**src/rtl/i2s_tx_master.sv**
```systemverilog
// Stereo I2S / left-justified transmitter, bus master, driven from the system clock
// through a clock-enable divider, with a one-frame holding buffer on a valid/ready input.
module i2s_tx_master #(
  parameter int DATA_WIDTH = 24,
  parameter int SLOT_WIDTH = 32,
  parameter int SCLK_DIV   = 8
) (
  input  logic                  clk_in,
  input  logic                  rst_n,
  input  logic                  en_in,
  input  logic                  fmt_in,
  input  logic                  mute_in,
  input  logic                  s_valid_in,
  output logic                  s_ready_out,
  input  logic [DATA_WIDTH-1:0] s_ldata_in,
  input  logic [DATA_WIDTH-1:0] s_rdata_in,
  output logic                  sclk_out,
  output logic                  lrck_out,
  output logic                  sdata_out,
  output logic                  frame_start_out,
  output logic                  underrun_out
);

  localparam int DCW = (SCLK_DIV > 2) ? $clog2(SCLK_DIV) : 1;
  localparam int BW  = $clog2(2 * SLOT_WIDTH);

  localparam logic [DCW-1:0] DIV_LAST    = DCW'(SCLK_DIV - 1);
  localparam logic [DCW-1:0] DIV_HALF    = DCW'(SCLK_DIV / 2);
  localparam logic [BW-1:0]  BIT_LAST    = BW'(2 * SLOT_WIDTH - 1);
  localparam logic [BW-1:0]  BIT_LAST_M1 = BW'(2 * SLOT_WIDTH - 2);
  localparam logic [BW-1:0]  SLOT_B      = BW'(SLOT_WIDTH);
  localparam logic [BW-1:0]  SLOT_M1     = BW'(SLOT_WIDTH - 1);

  logic [DCW-1:0]        div_q, div_d;
  logic [BW-1:0]         bit_q, bit_d;
  logic                  buf_full_q, buf_full_d;
  logic [DATA_WIDTH-1:0] buf_l_q, buf_l_d, buf_r_q, buf_r_d;
  logic [DATA_WIDTH-1:0] frm_l_q, frm_l_d, frm_r_q, frm_r_d;
  logic                  fmt_q, fmt_d;
  logic                  sclk_q, sclk_d, lrck_q, lrck_d, sdata_q, sdata_d;
  logic                  fs_q, fs_d, ur_q, ur_d;

  logic                  load, accept, left_slot;
  logic [BW-1:0]         slot_idx;
  logic [DATA_WIDTH-1:0] sample, shifted;

  assign s_ready_out = !buf_full_q;

  // NOTE: every signal written here gets a default first, otherwise a path that
  // skips an assignment infers a latch.
  always_comb begin
    div_d      = div_q;
    bit_d      = bit_q;
    buf_full_d = buf_full_q;
    buf_l_d    = buf_l_q;
    buf_r_d    = buf_r_q;
    frm_l_d    = frm_l_q;
    frm_r_d    = frm_r_q;
    fmt_d      = fmt_q;
    lrck_d     = lrck_q;
    sdata_d    = sdata_q;

    load   = en_in && (div_q == '0) && (bit_q == '0);
    accept = s_valid_in && !buf_full_q;

    if (!en_in) begin
      div_d = '0;
      bit_d = '0;
    end else begin
      div_d = (div_q == DIV_LAST) ? '0 : div_q + 1'b1;
      if (div_q == DIV_LAST) bit_d = (bit_q == BIT_LAST) ? '0 : bit_q + 1'b1;
    end

    // A load always wins over a buffer write: an incoming frame on a load cycle
    // with an empty buffer goes straight to the shifter.
    if (load) begin
      fmt_d = fmt_in;
      if (buf_full_q) begin
        frm_l_d    = buf_l_q;
        frm_r_d    = buf_r_q;
        buf_full_d = 1'b0;
      end else if (s_valid_in) begin
        frm_l_d = s_ldata_in;
        frm_r_d = s_rdata_in;
      end else begin
        frm_l_d = '0;
        frm_r_d = '0;
      end
      if (mute_in) begin
        frm_l_d = '0;
        frm_r_d = '0;
      end
    end else if (accept) begin
      buf_l_d    = s_ldata_in;
      buf_r_d    = s_rdata_in;
      buf_full_d = 1'b1;
    end

    left_slot = (bit_q < SLOT_B);
    slot_idx  = left_slot ? bit_q : bit_q - SLOT_B;
    sample    = left_slot ? frm_l_d : frm_r_d;
    shifted   = sample << slot_idx;  // pad bits shift in as zeros

    sclk_d = en_in && (div_q >= DIV_HALF);
    if (!en_in) begin
      lrck_d  = 1'b0;
      sdata_d = 1'b0;
    end else if (div_q == '0) begin
      sdata_d = shifted[DATA_WIDTH-1];
      lrck_d  = fmt_d ? (bit_q >= SLOT_B)
                      : ((bit_q >= SLOT_M1) && (bit_q <= BIT_LAST_M1));
    end

    fs_d = load;
    ur_d = load && !buf_full_q && !s_valid_in;
  end

  // NOTE: state registers use non-blocking assignments so every register samples
  // the pre-edge values regardless of statement order.
  always_ff @(posedge clk_in or negedge rst_n) begin
    if (!rst_n) begin
      div_q      <= '0;
      bit_q      <= '0;
      buf_full_q <= 1'b0;
      buf_l_q    <= '0;
      buf_r_q    <= '0;
      frm_l_q    <= '0;
      frm_r_q    <= '0;
      fmt_q      <= 1'b0;
      sclk_q     <= 1'b0;
      lrck_q     <= 1'b0;
      sdata_q    <= 1'b0;
      fs_q       <= 1'b0;
      ur_q       <= 1'b0;
    end else begin
      div_q      <= div_d;
      bit_q      <= bit_d;
      buf_full_q <= buf_full_d;
      buf_l_q    <= buf_l_d;
      buf_r_q    <= buf_r_d;
      frm_l_q    <= frm_l_d;
      frm_r_q    <= frm_r_d;
      fmt_q      <= fmt_d;
      sclk_q     <= sclk_d;
      lrck_q     <= lrck_d;
      sdata_q    <= sdata_d;
      fs_q       <= fs_d;
      ur_q       <= ur_d;
    end
  end

  assign sclk_out        = sclk_q;
  assign lrck_out        = lrck_q;
  assign sdata_out       = sdata_q;
  assign frame_start_out = fs_q;
  assign underrun_out    = ur_q;

endmodule
```
**config.mk**
```make
export PLATFORM = sky130hd
export DESIGN_NAME = i2s_tx_master
export DESIGN_NICKNAME = d
export VERILOG_FILES = /design/src/rtl/i2s_tx_master.sv
export SDC_FILE = /design/constraint.sdc
export NUM_CORES = 1
export LEC_CHECK = 0
export BUFFER_PORTS_ARGS = -buffer_cell sky130_fd_sc_hd__buf_2
export CAP_MARGIN = 20
export CORE_MARGIN = 5
export CORE_UTILIZATION = 53
export DETAILED_ROUTE_END_ITERATION = 8
export HOLD_SLACK_MARGIN = 0.12
export PLACE_DENSITY = 0.76
export SKIP_LAST_GASP = 1
export SYNTH_ARGS = -nofsm -noshare
export SYNTH_HDL_FRONTEND = slang
export SYNTH_SLANG_ARGS = --single-unit
```
**constraint.sdc**
```tcl
create_clock -name clk_in -period 2.75 [get_ports clk_in]
set_input_delay 0.4125 -clock clk_in [delete_from_list [all_inputs] [get_ports clk_in]]
set_output_delay 0.4125 -clock clk_in [all_outputs]
set_load 0.02 [all_outputs]
```
======== Word-level counts from Yosys, hierarchy flattened ========
Cells that the tools add are included.
Widths: inputs -> output; s select.
word-level totals
  bits of input ports ..................... 54
  word-level logic and storage cells ...... 63
  output and inout bits ................... 6
  register bits after elaboration ......... 112
operators by class
  shift operators ......................... 1
  add/subtract/negate cells ............... 3
  reduce and logical (&&, ||, !) cells .... 13
  bitwise operators ....................... 1
  equal/unequal tests ..................... 4
  mux-type cells .......................... 23
  magnitude comparators ................... 5
operators with widths
  operator             count
  $mux 24              9
  $mux 6               4
  $shl 24x6->24        1
  $mux 1               8
  $logic_and 1x1->1    7
  $add 6x1->6 const B  1
  $eq 6x6->1 const B   1
  $ge 6x5->1 const B   1
  $ge 6x6->1 const B   1
  $le 6x6->1 const B   1
  $logic_not 6->1      1
  $lt 6x6->1 const B   1
  $mux 3               2
  $sub 6x6->6 const B  1
  $ne 2x1->1 const B   2
  $add 3x1->3 const B  1
  $eq 3x3->1 const B   1
  $ge 3x3->1 const B   1
  $logic_not 3->1      1
  $logic_not 1->1      2
  $reduce_and 2->1     1
  $reduce_bool 2->1    1
  $not 1->1            1

======== Depth between registers and ports, before layout ========
  word-level depth ........................ 8
  mapped depth ............................ 12

======== Worst setup path before layout ========
OpenSTA, ideal clock, no wires.
  kind .................................... register -> register
  from .................................... register bit_q[1]
  to ...................................... register sdata_q, in the netlist sdata_out
  cell stages (with the launch flop) ...... 12
  arrival time ............................ 2.819 ns
  period minus slack after synthesis ...... 2.905 ns
  buffers on the path ..................... 1
  slack ................................... -0.155 ns
  setup time .............................. 0.086 ns
  cells stage by stage .................... dfrtp_1 > buf_2 > inv_1 > ha_1 > or4b_4 > or2_4 > clkinv_1 > mux2_2 > a221oi_1 > nand3_1 > a32o_1 > a32oi_1
on the way
  word-level cells in the longest chain between the ends .. 7
  elaborated cells between the ends (all ways) .. 11
  classes of those cells .................. 1 x add/sub; 1 x order compare; 1 x shift; 6 x mux; 2 x reduce/logical
ends and longest elaborated chain
  element                                                              line  source
  start: declaration                                                   35    logic [BW-1:0] bit_q, bit_d;
  start signal: assignment                                             137   bit_q <= bit_d;
  parallel branches: the longest is 4 deep, another holds $sub 6x6->6  --
  $shl 24x6->24 *                                                      102   shifted = sample << slot_idx;
  $mux 1 *                                                             108   end else if (div_q == '0) begin
  $mux 1 *                                                             105   if (!en_in) begin
  end signal: assignment                                               146   sdata_q <= sdata_d;
  end: declaration                                                     40    logic sclk_q, sclk_d, lrck_q, lrck_d, sdata_q, sdata_d;
Every way passes the cells marked *. The select of a mux whose other input is x is not followed.
A chain may end at the register's enable or synchronous reset.

======== Worst setup path after layout ========
  from .................................... register bit_q[1]
  to ...................................... register sdata_q, in the netlist sdata_out
on the way
  word-level cells in the longest chain between the ends .. 7
  elaborated cells between the ends (all ways) .. 11
  classes of those cells .................. 1 x add/sub; 1 x order compare; 1 x shift; 6 x mux; 2 x reduce/logical
ends and longest elaborated chain
  element                line  source
  $logic_not 6->1        63    load = en_in && (div_q == '0) && (bit_q == '0);
  $logic_and 1x1->1      63
  $mux 24                76    if (load) begin
  named net frm_l_d[23]  38    logic [DATA_WIDTH-1:0] frm_l_q, frm_l_d, frm_r_q, frm_r_d;
  $mux 24                101   sample = left_slot ? frm_l_d : frm_r_d;
  $shl 24x6->24          102
  $mux 1                 108
  $mux 1                 105
The timed path passes the listed nets, and every way through them passes these cells. The select of a mux whose other input is x is not followed.

==> results.tsv <==
metric	value	unit
r2r_slack	0.12	ns
min_from	s_valid_in	
io_buffers	59	
track_usage	21.8	%
crit_type	reg -> reg	
drtAntennaViolNets	0	
dp.cells	656	
crit-reg2reg-launch	bit_q[1]	
syn_area_per_cell	11.1	µm²
end_kind	flop	
r2r_cells	9	
relSlewSlack	60.2	%
slew_viol_final	0	
viasPerCell	6.02	
die_h	110	µm
hold_end	underrun_out	
gp_congestion	0.922	
start_kind	flop	
final_layout_size_suffix_gt1_share	31.3	%
synth-seq-cells	112	
core	9770	µm²
synthArstFlopShare	100	%
cts_setup_buffers	0	
hold_path.class	in -> reg	
hold_viol	0	
swShare	30.3	%
synth_edf_count	0	
p_per_area	719	nW/µm²
dp_hpwl	8620	µm
fin_tns_setup	0	ns
min_path_cells	2	
cts_root_buf	clkbuf_8	
io_pins	60	
final_nets	595	
ir_drop	429	µV
cp_max_fo	44	
clk_pin_slew	0.11	ns
arrival	2.94	ns
clock-sinks	112	
yosysSeqAreaShare	52.8	%
ys_top_cells_by_count	dfrtp_1 (112), mux2_2 (55), nor2_1 (49)	
synth_warnings	0	
p_comb_share	24.4	%
finalCritPeriodShare	95.6	%
cts_buffers	9	
num_rows	36	
drt_iter0_markers	369	
antenna_found_initial	0	
syn_to_final_growth	13.4	%
setup_viol	0	
status	completed	
rsz0062_at_grt	false	
p_int	3020	µW
cts.path.max_buffers	2	
sequentialPowerShare	54.0	%
max_freq	0.380	GHz
clockPowerShare	21.6	%
drc	0	
start_util	54.3	%
clk_latency	0.38	ns
synth_top_cell_by_area	dfrtp_1	
cellLeakagePower	0.00259	µW
dieArea	12100	µm²
grt_pass1_vias	4063	
min_period	2.63	ns
htreeDepth	3	
synth_cell_type_count	59	
yosysMostFrequentCell	dfrtp_1	
die_width	110	µm
worstMarginPinSlew	0.596	ns
diodes	0	
grt_max_degree	50	
firstDrtPassIters	6	
layout.cells.non_filler	673	
max-cap-violations	0	
postSynthCellCount	479	
grt_overflow	0	
synthTopCellsByArea	dfrtp_1 (53%), mux2_2 (12%), a22oi_1 (4.1%), nor2_1 (3.5%), a221oi_1 (3.0%)	
syn-cell-area	5310	µm²
wl_per_cell	18.3	µm
grt_pass1_wl	20400	µm
clock_skew	0.0176	ns
drt_wl_total	12300	µm
synth-main-ff-cell	dfrtp_1	
cts_tree	built	
p_total	4330	µW
syn_nets	539	
p_sw	1310	µW
route.vias.total	4050	
synth_top_area_share	52.8	%
cp.required	3.06	ns
regToRegEndpoint	sdata_out	
## critical path, cell delays in order, from the launching register on
cell and delay (ns):
dfrtp_1 0.41, inv_2 0.06, ha_1 0.12, or4b_4 0.49, or2_4 0.29, buf_6 0.22
o31ai_2 0.32, a22oi_1 0.18, a32o_1 0.29, a32oi_1 0.17
## power groups by stage
stage               sequential (µW)  combinational (µW)  clock [µW]
global route                   2390                1170        1020
finish                         2340                1060         935
floorplan                      2290                 762           0
detailed placement             2370                1050           0
CTS                            2330                1050         954
global placement               2340                1000           0
## how the worst max path moves through the flow
stage,from,end,slack [ns],depth (start not counted)
floorplan,bit_q[1],sdata_out,0.001,11
detailed placement,bit_q[0],sdata_out,0.06,9
CTS,bit_q[0],sdata_out,0.03,9
global placement,bit_q[0],sdata_out,0.11,9
finish,bit_q[1],sdata_out,0.12,9
global route,bit_q[1],sdata_out,0.003,10
## cell families after synthesis
| family | synth area share [%] |
|---|---|
| AO/OA/AOI/OAI | 17.7 |
| buffers and inverters | 4.31 |
| AND/OR/NAND/NOR | 10.4 |
| XOR/XNOR | 0.495 |
| adder cells (fa/ha/maj) | 1.41 |
| multiplexers | 12.8 |
| flip-flops | 52.8 |
## layout by cell type (no fill, tap or decap), types with 16 or more instances in the layout
cell type    n
dfrtp_1    112
buf_2       58
mux2_2      55
nor2_1      49
nand2_1     42
a22oi_1     29
buf_4       20
o21ai_0     19
o31ai_1     16
a221oi_1    16
## metrics by stage
step	setup WS, ns	hold WS (ns)	util [%]	cell area, µm²
after floorplan	0.00130	0.117	-	5320
after global placement	0.112	0.443	59.3	5800
after detailed placement	0.0594	0.454	59.3	5800
after CTS	0.0290	0.263	61.3	5990
after global routing	0.00269	0.261	61.6	6020
final	0.120	0.275	61.6	6020
## per-layer routing
metal	track usage, %	up-vias	routed length [µm]
met5	0	-	0
met4	6.60	0	170
met3	4.48	17	704
met2	34.8	135	6040
met1	30.3	2027	5400
li1	-	1871	-
## registers in the layout, summed over array words and instances (netlist names)
register         cells
frame_start_out      1
buf_full_q           1
div_q                3
frm_r_q             24
bit_q                6
lrck_out             1
frm_l_q             24
sdata_out            1
buf_r_q             24
fmt_q                1
buf_l_q             24
underrun_out         1
sclk_out             1
## area by class of cell
cell class                      count  area (µm²)
Sequential cell                   112        2800
Fill cell                         788        3750
Clock inverter                      3        25.0
Clock buffer                       13         159
Timing Repair Buffer               82         502
Multi-Input combinational cell    315        2300
Inverter                           15        62.6
Tap cell                          133         166
## what timing repair did
action                     in CTS  in global routing
setup endpoints to repair       0                 38
hold buffers                    1                  0
hold endpoints to repair       42                  0
gates resized for setup         0                  5
Power figures use the tool's default switching activity.
